$ cat src/rtl/sram_req_arbiter.sv
// -----------------------------------------------------------------------------
// sram_req_arbiter
//
// Shares one SRAM-like memory port between the instruction-fetch requester and
// the data (load/store) requester. Address-phase requests are arbitrated and
// the grant is held until the memory accepts the address. Each accepted
// transaction's owner goes into an in-order ID FIFO so returning data_ok/rdata
// can be steered back to the side that issued it.
//
// Optional feature: define ARB_RR_EN for round-robin arbitration when both
// sides request together. Without it, data has fixed priority over inst.
//
// Parameters:
//   MAX_OUTST  max accepted-but-unanswered transactions (power of 2, 2..16)
//   OWW        log2(MAX_OUTST), FIFO pointer width
//
// Ports:
//   i_clk, i_reset                 clock, synchronous active-high reset
//   i_inst_*                       instruction-side request channel
//   o_inst_addr_ok/data_ok/rdata   instruction-side handshakes and read data
//   i_data_*                       data-side request channel
//   o_data_addr_ok/data_ok/rdata   data-side handshakes and read data
//   o_mem_*                        shared memory request channel
//   i_mem_addr_ok/data_ok/rdata    memory handshakes and read data
//   o_arb_busy                     at least one transaction outstanding
//   o_arb_err                      sticky: memory response with nothing outstanding
//
// Lock FSM:
//   state  | meaning
//   S_OPEN | no held grant; arbitrate fresh every cycle
//   S_LOCK | a request was presented but not accepted; grant held on r_owner
// -----------------------------------------------------------------------------
module sram_req_arbiter #(
    parameter int MAX_OUTST = 4,
    parameter int OWW       = 2
) (
    input  logic        i_clk,
    input  logic        i_reset,

    input  logic        i_inst_req,
    input  logic        i_inst_wr,
    input  logic [1:0]  i_inst_size,
    input  logic [3:0]  i_inst_wstrb,
    input  logic [31:0] i_inst_addr,
    input  logic [31:0] i_inst_wdata,
    output logic        o_inst_addr_ok,
    output logic        o_inst_data_ok,
    output logic [31:0] o_inst_rdata,

    input  logic        i_data_req,
    input  logic        i_data_wr,
    input  logic [1:0]  i_data_size,
    input  logic [3:0]  i_data_wstrb,
    input  logic [31:0] i_data_addr,
    input  logic [31:0] i_data_wdata,
    output logic        o_data_addr_ok,
    output logic        o_data_data_ok,
    output logic [31:0] o_data_rdata,

    output logic        o_mem_req,
    output logic        o_mem_wr,
    output logic [1:0]  o_mem_size,
    output logic [3:0]  o_mem_wstrb,
    output logic [31:0] o_mem_addr,
    output logic [31:0] o_mem_wdata,
    input  logic        i_mem_addr_ok,
    input  logic        i_mem_data_ok,
    input  logic [31:0] i_mem_rdata,

    output logic        o_arb_busy,
    output logic        o_arb_err
);

    localparam logic [0:0] S_OPEN = 1'b0;
    localparam logic [0:0] S_LOCK = 1'b1;

    localparam logic OWN_INST = 1'b0;
    localparam logic OWN_DATA = 1'b1;

    localparam logic [OWW:0] C_FULL = (OWW+1)'(MAX_OUTST);
    localparam logic [OWW:0] C_ONE  = (OWW+1)'(1);

    logic [0:0]           r_state;
    logic                 r_owner;
    logic [MAX_OUTST-1:0] r_fifo;
    logic [OWW-1:0]       r_wr_ptr;
    logic [OWW-1:0]       r_rd_ptr;
    logic [OWW:0]         r_count;
    logic                 r_err;
`ifdef ARB_RR_EN
    logic                 r_last_winner;
`endif

    logic w_gnt_vld;
    logic w_gnt_own;
    logic w_full;
    logic w_empty;
    logic w_mem_req;
    logic w_push;
    logic w_pop;
    logic w_head_own;

    // ---------------------------------------------------------------------
    // Grant selection
    // ---------------------------------------------------------------------
    // While locked the owner keeps the grant; if it has withdrawn its request
    // nobody is granted this cycle and the lock drops, so the other side is
    // picked up by a fresh arbitration on the following cycle.
    always_comb begin
        w_gnt_vld = 1'b0;
        w_gnt_own = OWN_INST;
        if (r_state == S_LOCK) begin
            w_gnt_own = r_owner;
            w_gnt_vld = (r_owner == OWN_DATA) ? i_data_req : i_inst_req;
        end else if (i_data_req && i_inst_req) begin
            w_gnt_vld = 1'b1;
`ifdef ARB_RR_EN
            w_gnt_own = ~r_last_winner;
`else
            w_gnt_own = OWN_DATA;
`endif
        end else if (i_data_req) begin
            w_gnt_vld = 1'b1;
            w_gnt_own = OWN_DATA;
        end else if (i_inst_req) begin
            w_gnt_vld = 1'b1;
            w_gnt_own = OWN_INST;
        end
    end

    assign w_full     = (r_count == C_FULL);
    assign w_empty    = (r_count == '0);
    // No bypass when full: a pop this cycle only frees the slot for next cycle.
    assign w_mem_req  = w_gnt_vld && !w_full;
    assign w_push     = w_mem_req && i_mem_addr_ok;
    assign w_pop      = i_mem_data_ok && !w_empty;
    assign w_head_own = r_fifo[r_rd_ptr];

    // ---------------------------------------------------------------------
    // Address-phase outputs
    // ---------------------------------------------------------------------
    always_comb begin
        o_mem_wr    = 1'b0;
        o_mem_size  = 2'd0;
        o_mem_wstrb = 4'd0;
        o_mem_addr  = 32'd0;
        o_mem_wdata = 32'd0;
        if (w_gnt_vld) begin
            if (w_gnt_own == OWN_DATA) begin
                o_mem_wr    = i_data_wr;
                o_mem_size  = i_data_size;
                o_mem_wstrb = i_data_wstrb;
                o_mem_addr  = i_data_addr;
                o_mem_wdata = i_data_wdata;
            end else begin
                o_mem_wr    = i_inst_wr;
                o_mem_size  = i_inst_size;
                o_mem_wstrb = i_inst_wstrb;
                o_mem_addr  = i_inst_addr;
                o_mem_wdata = i_inst_wdata;
            end
        end
    end

    assign o_mem_req      = w_mem_req;
    assign o_inst_addr_ok = w_push && (w_gnt_own == OWN_INST);
    assign o_data_addr_ok = w_push && (w_gnt_own == OWN_DATA);

    // ---------------------------------------------------------------------
    // Response routing
    // ---------------------------------------------------------------------
    assign o_inst_data_ok = w_pop && (w_head_own == OWN_INST);
    assign o_data_data_ok = w_pop && (w_head_own == OWN_DATA);
    assign o_inst_rdata   = i_mem_rdata;
    assign o_data_rdata   = i_mem_rdata;

    assign o_arb_busy = !w_empty;
    assign o_arb_err  = r_err;

    // ---------------------------------------------------------------------
    // Lock FSM
    // ---------------------------------------------------------------------
    always_ff @(posedge i_clk) begin
        if (i_reset) begin
            r_state <= S_OPEN;
            r_owner <= OWN_INST;
        end else begin
            case (r_state)
                S_OPEN: begin
                    if (w_mem_req && !i_mem_addr_ok) begin
                        r_state <= S_LOCK;
                        r_owner <= w_gnt_own;
                    end
                end
                S_LOCK: begin
                    // Owner accepted, or owner withdrew its request.
                    if (w_push || !w_gnt_vld) begin
                        r_state <= S_OPEN;
                    end
                end
                default: r_state <= S_OPEN;
            endcase
        end
    end

    // ---------------------------------------------------------------------
    // Owner ID FIFO
    // ---------------------------------------------------------------------
    always_ff @(posedge i_clk) begin
        if (i_reset) begin
            r_fifo   <= '0;
            r_wr_ptr <= '0;
            r_rd_ptr <= '0;
            r_count  <= '0;
        end else begin
            if (w_push) begin
                r_fifo[r_wr_ptr] <= w_gnt_own;
                r_wr_ptr         <= r_wr_ptr + 1'b1;
            end
            if (w_pop) begin
                r_rd_ptr <= r_rd_ptr + 1'b1;
            end
            case ({w_push, w_pop})
                2'b10:   r_count <= r_count + C_ONE;
                2'b01:   r_count <= r_count - C_ONE;
                default: r_count <= r_count;
            endcase
        end
    end

    // A response with nothing outstanding means the memory side and this
    // arbiter disagree; flag it until the next reset.
    always_ff @(posedge i_clk) begin
        if (i_reset) begin
            r_err <= 1'b0;
        end else if (i_mem_data_ok && w_empty) begin
            r_err <= 1'b1;
        end
    end

`ifdef ARB_RR_EN
    always_ff @(posedge i_clk) begin
        if (i_reset) begin
            r_last_winner <= OWN_INST;
        end else if (w_push) begin
            r_last_winner <= w_gnt_own;
        end
    end
`endif

endmodule

$ cat config.mk
export PLATFORM = sky130hd
export DESIGN_NAME = sram_req_arbiter
export DESIGN_NICKNAME = d
export VERILOG_FILES = /design/src/rtl/sram_req_arbiter.sv
export SDC_FILE = /design/constraint.sdc
export NUM_CORES = 1
export LEC_CHECK = 0
export CORE_AREA = 2 2 127 129
export CTS_BUF_LIST = sky130_fd_sc_hd__clkbuf_8
export CTS_CLUSTER_DIAMETER = 30
export CTS_CLUSTER_SIZE = 14
export DETAILED_ROUTE_END_ITERATION = 8
export DIE_AREA = 0 0 129 131
export GPL_ROUTABILITY_DRIVEN = 0
export PLACE_DENSITY = 0.6
export SYNTH_ARGS = -nofsm -noshare
export SYNTH_HDL_FRONTEND = slang
export SYNTH_SLANG_ARGS = --single-unit
export TNS_END_PERCENT = 10
$ cat constraint.sdc
create_clock -name i_clk -period 3.4 [get_ports i_clk]
set_input_delay 0.68 -clock i_clk [delete_from_list [all_inputs] [get_ports i_clk]]
set_output_delay 0.68 -clock i_clk [all_outputs]
set_load 0.05 [all_outputs]
* Word level (Yosys, flattened, before mapping)
Index checks and enable logic that the tools add are counted.
Widths: inputs -> output; s select.
** Operators by class
- $add $sub $neg :: 4
- Magnitude comparators :: 3
- Equality and inequality tests :: 3
- Mux-type cells :: 27
- Bitwise gates (word level) :: 3
- Reduce and logical (&&, ||, !) cells :: 19
** Operators by type and width (count)
- $mux 32 :: 4
- $mux 1 :: 14
- $logic_and 1x1->1 :: 11
- $mux 4 :: 2
- $lt 2x3->1 const B :: 2
- $pmux 3 s2 :: 1
- $add 2x1->2 const B :: 2
- $bwmux 4 :: 1
- $logic_not 1->1 :: 4
- $mux 2 :: 2
- $add 3x1->3 const B :: 1
- $eq 3x3->1 const B :: 1
- $logic_not 3->1 :: 1
- $not 1->1 :: 3
- $sub 3x1->3 const B :: 1
- $bmux 1 s2 :: 1
- $demux 1 s2 :: 1
- $eq 2x1->1 const B :: 1
- $eq 2x2->1 const B :: 1
- $ge 2x1->1 const B :: 1
- $pmux 1 s2 :: 1
- $reduce_and 2->1 :: 1
- $reduce_bool 2->1 :: 1
- $logic_or 1x1->1 :: 1
** Storage, ports and cells
- Flip-flop bits (word level) :: 14
- Output and inout bits :: 142
- Logic and storage cells :: 66

* Logic depth before layout (Yosys ltp)
- Depth in word-level cells :: 9
- Depth in mapped cells :: 10
- Depth with buffers taken out :: 10

* Least setup slack after synthesis
No wires, ideal clock.
- Path kind :: input-to-output
- Start :: in i_data_req
- End :: out o_mem_wdata[22]
- Arrival :: 2164 ps
- Data required time :: 2720 ps
- Path slack :: 556 ps
- Stages on the path :: 5
- Path through :: inv_1 -> o21ai_2 -> clkbuf_1 -> nand2_1 -> a21oi_1
** On the way
- Word-level cells in the longest chain between the ends :: 5
- Elaborated cells on any way between the ends :: 10
** RTL lines
- start, declared :: RTL line 50 : input logic i_data_req,
- $mux 1 or $logic_and 1x1->1 (tied branches) :: RTL line 122, 115
- $mux 1 :: RTL line 115 : end else if (i_data_req && i_inst_req) begin
- $mux 1 :: RTL line 112 : if (r_state == S_LOCK) begin
- $mux 32 :: RTL line 149 : if (w_gnt_own == OWN_DATA) begin
- $mux 32 (*) :: RTL line 148 : if (w_gnt_vld) begin
- end, declared :: RTL line 65 : output logic [31:0] o_mem_wdata,
Mark *: on every way between the ends. The rest lies on a longest branch, timed or not.

* Worst setup path after layout
- Start :: in i_data_req
- End :: out o_mem_addr[24]
** On the way
- Word-level cells in the longest chain between the ends :: 5
- Elaborated cells on any way between the ends :: 10
** RTL lines
- $mux 1 or $logic_and 1x1->1 (tied branches) :: RTL line 122, 115
- $mux 1 :: RTL line 115
- $mux 1 :: RTL line 112
- $mux 32 :: RTL line 149
- $mux 32 (*) :: RTL line 148
- end, declared :: RTL line 64 : output logic [31:0] o_mem_addr,
Marks and branches as above.

==> results.cfg <==
[setup_path]
crit_path_max_incr_delay_ns = 0.55
cp_data_arrival_time_ns = 2.42
critical_path_required_ns = 2.72
crit_fanout = 42
worstPathCellList = clkdlybuf4s50_1 > inv_1 > o21ai_4 > buf_12 > nand2_1 > a21oi_1 > buf_12
slowest_stage = clkdlybuf4s50_1
crit_buf_inv = 4
start_kind = input port
endpoint_kind = primary output
critical_path.top_delay_family = buffers and inverters
cp_common_cell = buf_12
crit_type = input port to primary output

[layout]
n_antenna_cell = 0
utilization = 0.327
syn_to_final_growth_pct = 126
drive_gt1_frac = 0.181
nets = 722

[job]
maxCapViolations = 0

[synth]
yosys.area.top_type = nand2_1
synth_area_leaders = nand2_1 24%, buf_4 21%, a21oi_1 17%
synth_cells = 386
ys_seq_area_frac = 0.124
avgSynthCellArea_um2 = 5.86
ys.flop_type = dfxtp_1
synth_edf_count = 0
synth_top_area_share = 0.239
netlist_area_um2 = 2260
ys_seq_elements = 14
yosys_warnings = 0
synth_nets = 572
async_flop_share = 0
synth_cell_types = 37

[power]
p_clk_frac = 0.070
p_leak_uw = 0.00210
p_int_uw = 1150
p_seq_frac = 0.106
switching_share = 0.493
pwr-share-comb = 0.824
p_sw_uw = 1120
peakVddDrop_mv = 0.469
power.density_nw_per_um2 = 446

[drt]
drt_iter0_markers = 61
drc = 0
firstDrtPassIters = 4
vias = 2945
via_per_inst = 3.92
drt_wl_total_um = 11600
drtAntennaViolNets = 0
post_drt_wl_per_cell_um = 15.5

[floorplan]
die_h_um = 131
io_pins = 322
die_area_um2 = 16900
rows = 46
die_x_um = 129
start_util = 0.145
core-area_um2 = 15600

[cts]
post_cts_resized = 0
root_buffer = clkbuf_8
cts_hold_buf = 0
cts_tree = done
cts.sinks = 14
worstSkewPairLatency_ns = 0.24
post_cts_buffers = 0
ctsLongestPathBuffers = 2
numCtsBuffers = 3
ctsHtreeMaxLevel = 1
path_clk_slew_ns = 0.05

[timing]
period_share = 0.913
final-hold-violation-count = 0
finalClockSkew_ns = 0.00208
maxSlewHeadroom = 0.644
worst_pin_slew_ns = 0.532
finalSetupViolations = 0
max_freq_mhz = 322
period_needed_ns = 3.10
slew_violations = 0
rsz0062_at_grt = no
tns_ns = 0

[run_status]
status = finished clean

[place]
dp_hpwl_um = 9450
portBuffers = 225

[global_routing]
grt_overflow = 0
grt_pass1_vias = 2849
track_usage = 0.125
grt_max_degree = 47
grt_pass1_wl_um = 16600
antenna_found_initial = 0

[hold_path]
holdCritPathClass = flip-flop to flip-flop
[tightest hold or removal path, cell delays in order (launching register included)]
cell,delay [ns]
dfxtp_1,0.33
a21oi_1,0.04
nor2_1,0.07
[per-stage QoR]
| step | instances | hold WS, ns | cell area (um2) | worst slack, ns | power [uW] |
|---|---|---|---|---|---|
| after global placement | 747 | 0.457 | 5050 | 0.214 | 2120 |
| after detailed placement | 747 | 0.466 | 5050 | 0.246 | 2130 |
| after floorplan | 386 | 0.449 | 2260 | 0.556 | 1370 |
| after global routing | 751 | 0.508 | 5100 | 0.174 | 2400 |
| after CTS | 751 | 0.480 | 5100 | 0.228 | 2310 |
| final | 751 | 0.475 | 5100 | 0.296 | 2270 |
[cell usage after synthesis (3+ instances only)]
| library cell | instances |
|---|---|
| nand2_1 | 144 |
| a21oi_1 | 75 |
| buf_4 | 64 |
| buf_2 | 16 |
| dfxtp_1 | 14 |
| nor2_1 | 11 |
| inv_1 | 10 |
| clkbuf_1 | 8 |
| ha_1 | 5 |
| mux2i_1 | 4 |
| nand2b_1 | 4 |
| nand3_1 | 4 |
| xor2_1 | 3 |
[cells in the final DEF, fill, tap and decap left out, types with 3 or more instances in the layout]
| master | count |
|---|---|
| clkbuf_8 | 4 |
| nand2_1 | 144 |
| xor2_1 | 3 |
| mux2i_1 | 4 |
| clkdlybuf4s50_1 | 149 |
| a21oi_1 | 75 |
| buf_12 | 77 |
| nand3_1 | 4 |
| buf_4 | 7 |
| nand2b_1 | 4 |
| dfxtp_1 | 14 |
| ha_1 | 5 |
| nor2_1 | 11 |
| inv_1 | 10 |
[routing by layer]
| layer | GRT usage | up-vias | wire length (um) |
|---|---|---|---|
| met5 | 0 | - | 0 |
| met4 | 0.00831 | 0 | 39 |
| met3 | 0.0444 | 10 | 1200 |
| met2 | 0.210 | 184 | 5610 |
| met1 | 0.161 | 1275 | 4780 |
| li1 | - | 1476 | - |
[path summary, 6_finish.rpt]
check,from,endpoint,slack (ns),depth (start not counted)
worst max register to register,r_state$_SDFF_PP0_,r_count[2]$_SDFFE_PP0P_,0.89,10
worst max-delay path,i_data_req,o_mem_addr[24],0.30,7
worst min register to register,o_arb_err$_SDFFE_PP0P_,o_arb_err$_SDFFE_PP0P_,0.48,2
worst min-delay path,o_arb_err$_SDFFE_PP0P_,o_arb_err$_SDFFE_PP0P_,0.48,2
[cell families (layout without fill, tap and decap cells)]
logic type / after synthesis / count (layout) / synth area share
xor+xnor: 4 / 4 / 0.0155
simple gates: 173 / 173 / 0.310
compound gates: 85 / 85 / 0.204
mux: 6 / 6 / 0.0326
fa+ha+maj: 6 / 6 / 0.0365
flops: 14 / 14 / 0.124
buf+inv: 98 / 247 / 0.278
[state kept, by name, indices dropped and copies added (netlist names)]
| name | flops |
|---|---|
| r_wr_ptr | 2 |
| r_rd_ptr | 2 |
| r_fifo | 4 |
| r_state | 1 |
| r_owner | 1 |
| r_count | 3 |
| o_arb_err | 1 |
[power groups by stage]
stage	logic [uW]	registers, uW	clock network (uW)
final	1870	241	160
after global routing	1980	246	172
after CTS	1900	240	165
after detailed placement	1880	243	0
after global placement	1880	242	0
after floorplan	1120	247	0
[area by class of cell]
type / count / area, um2
clock buffers: 4 / 55.1
multi-input cells: 274 / 1370
inverters: 10 / 37.5
well taps: 216 / 270
fillers: 1652 / 10500
flip-flops and latches: 14 / 280
repair buffers: 233 / 3090
Power figures use the tool's default switching activity.
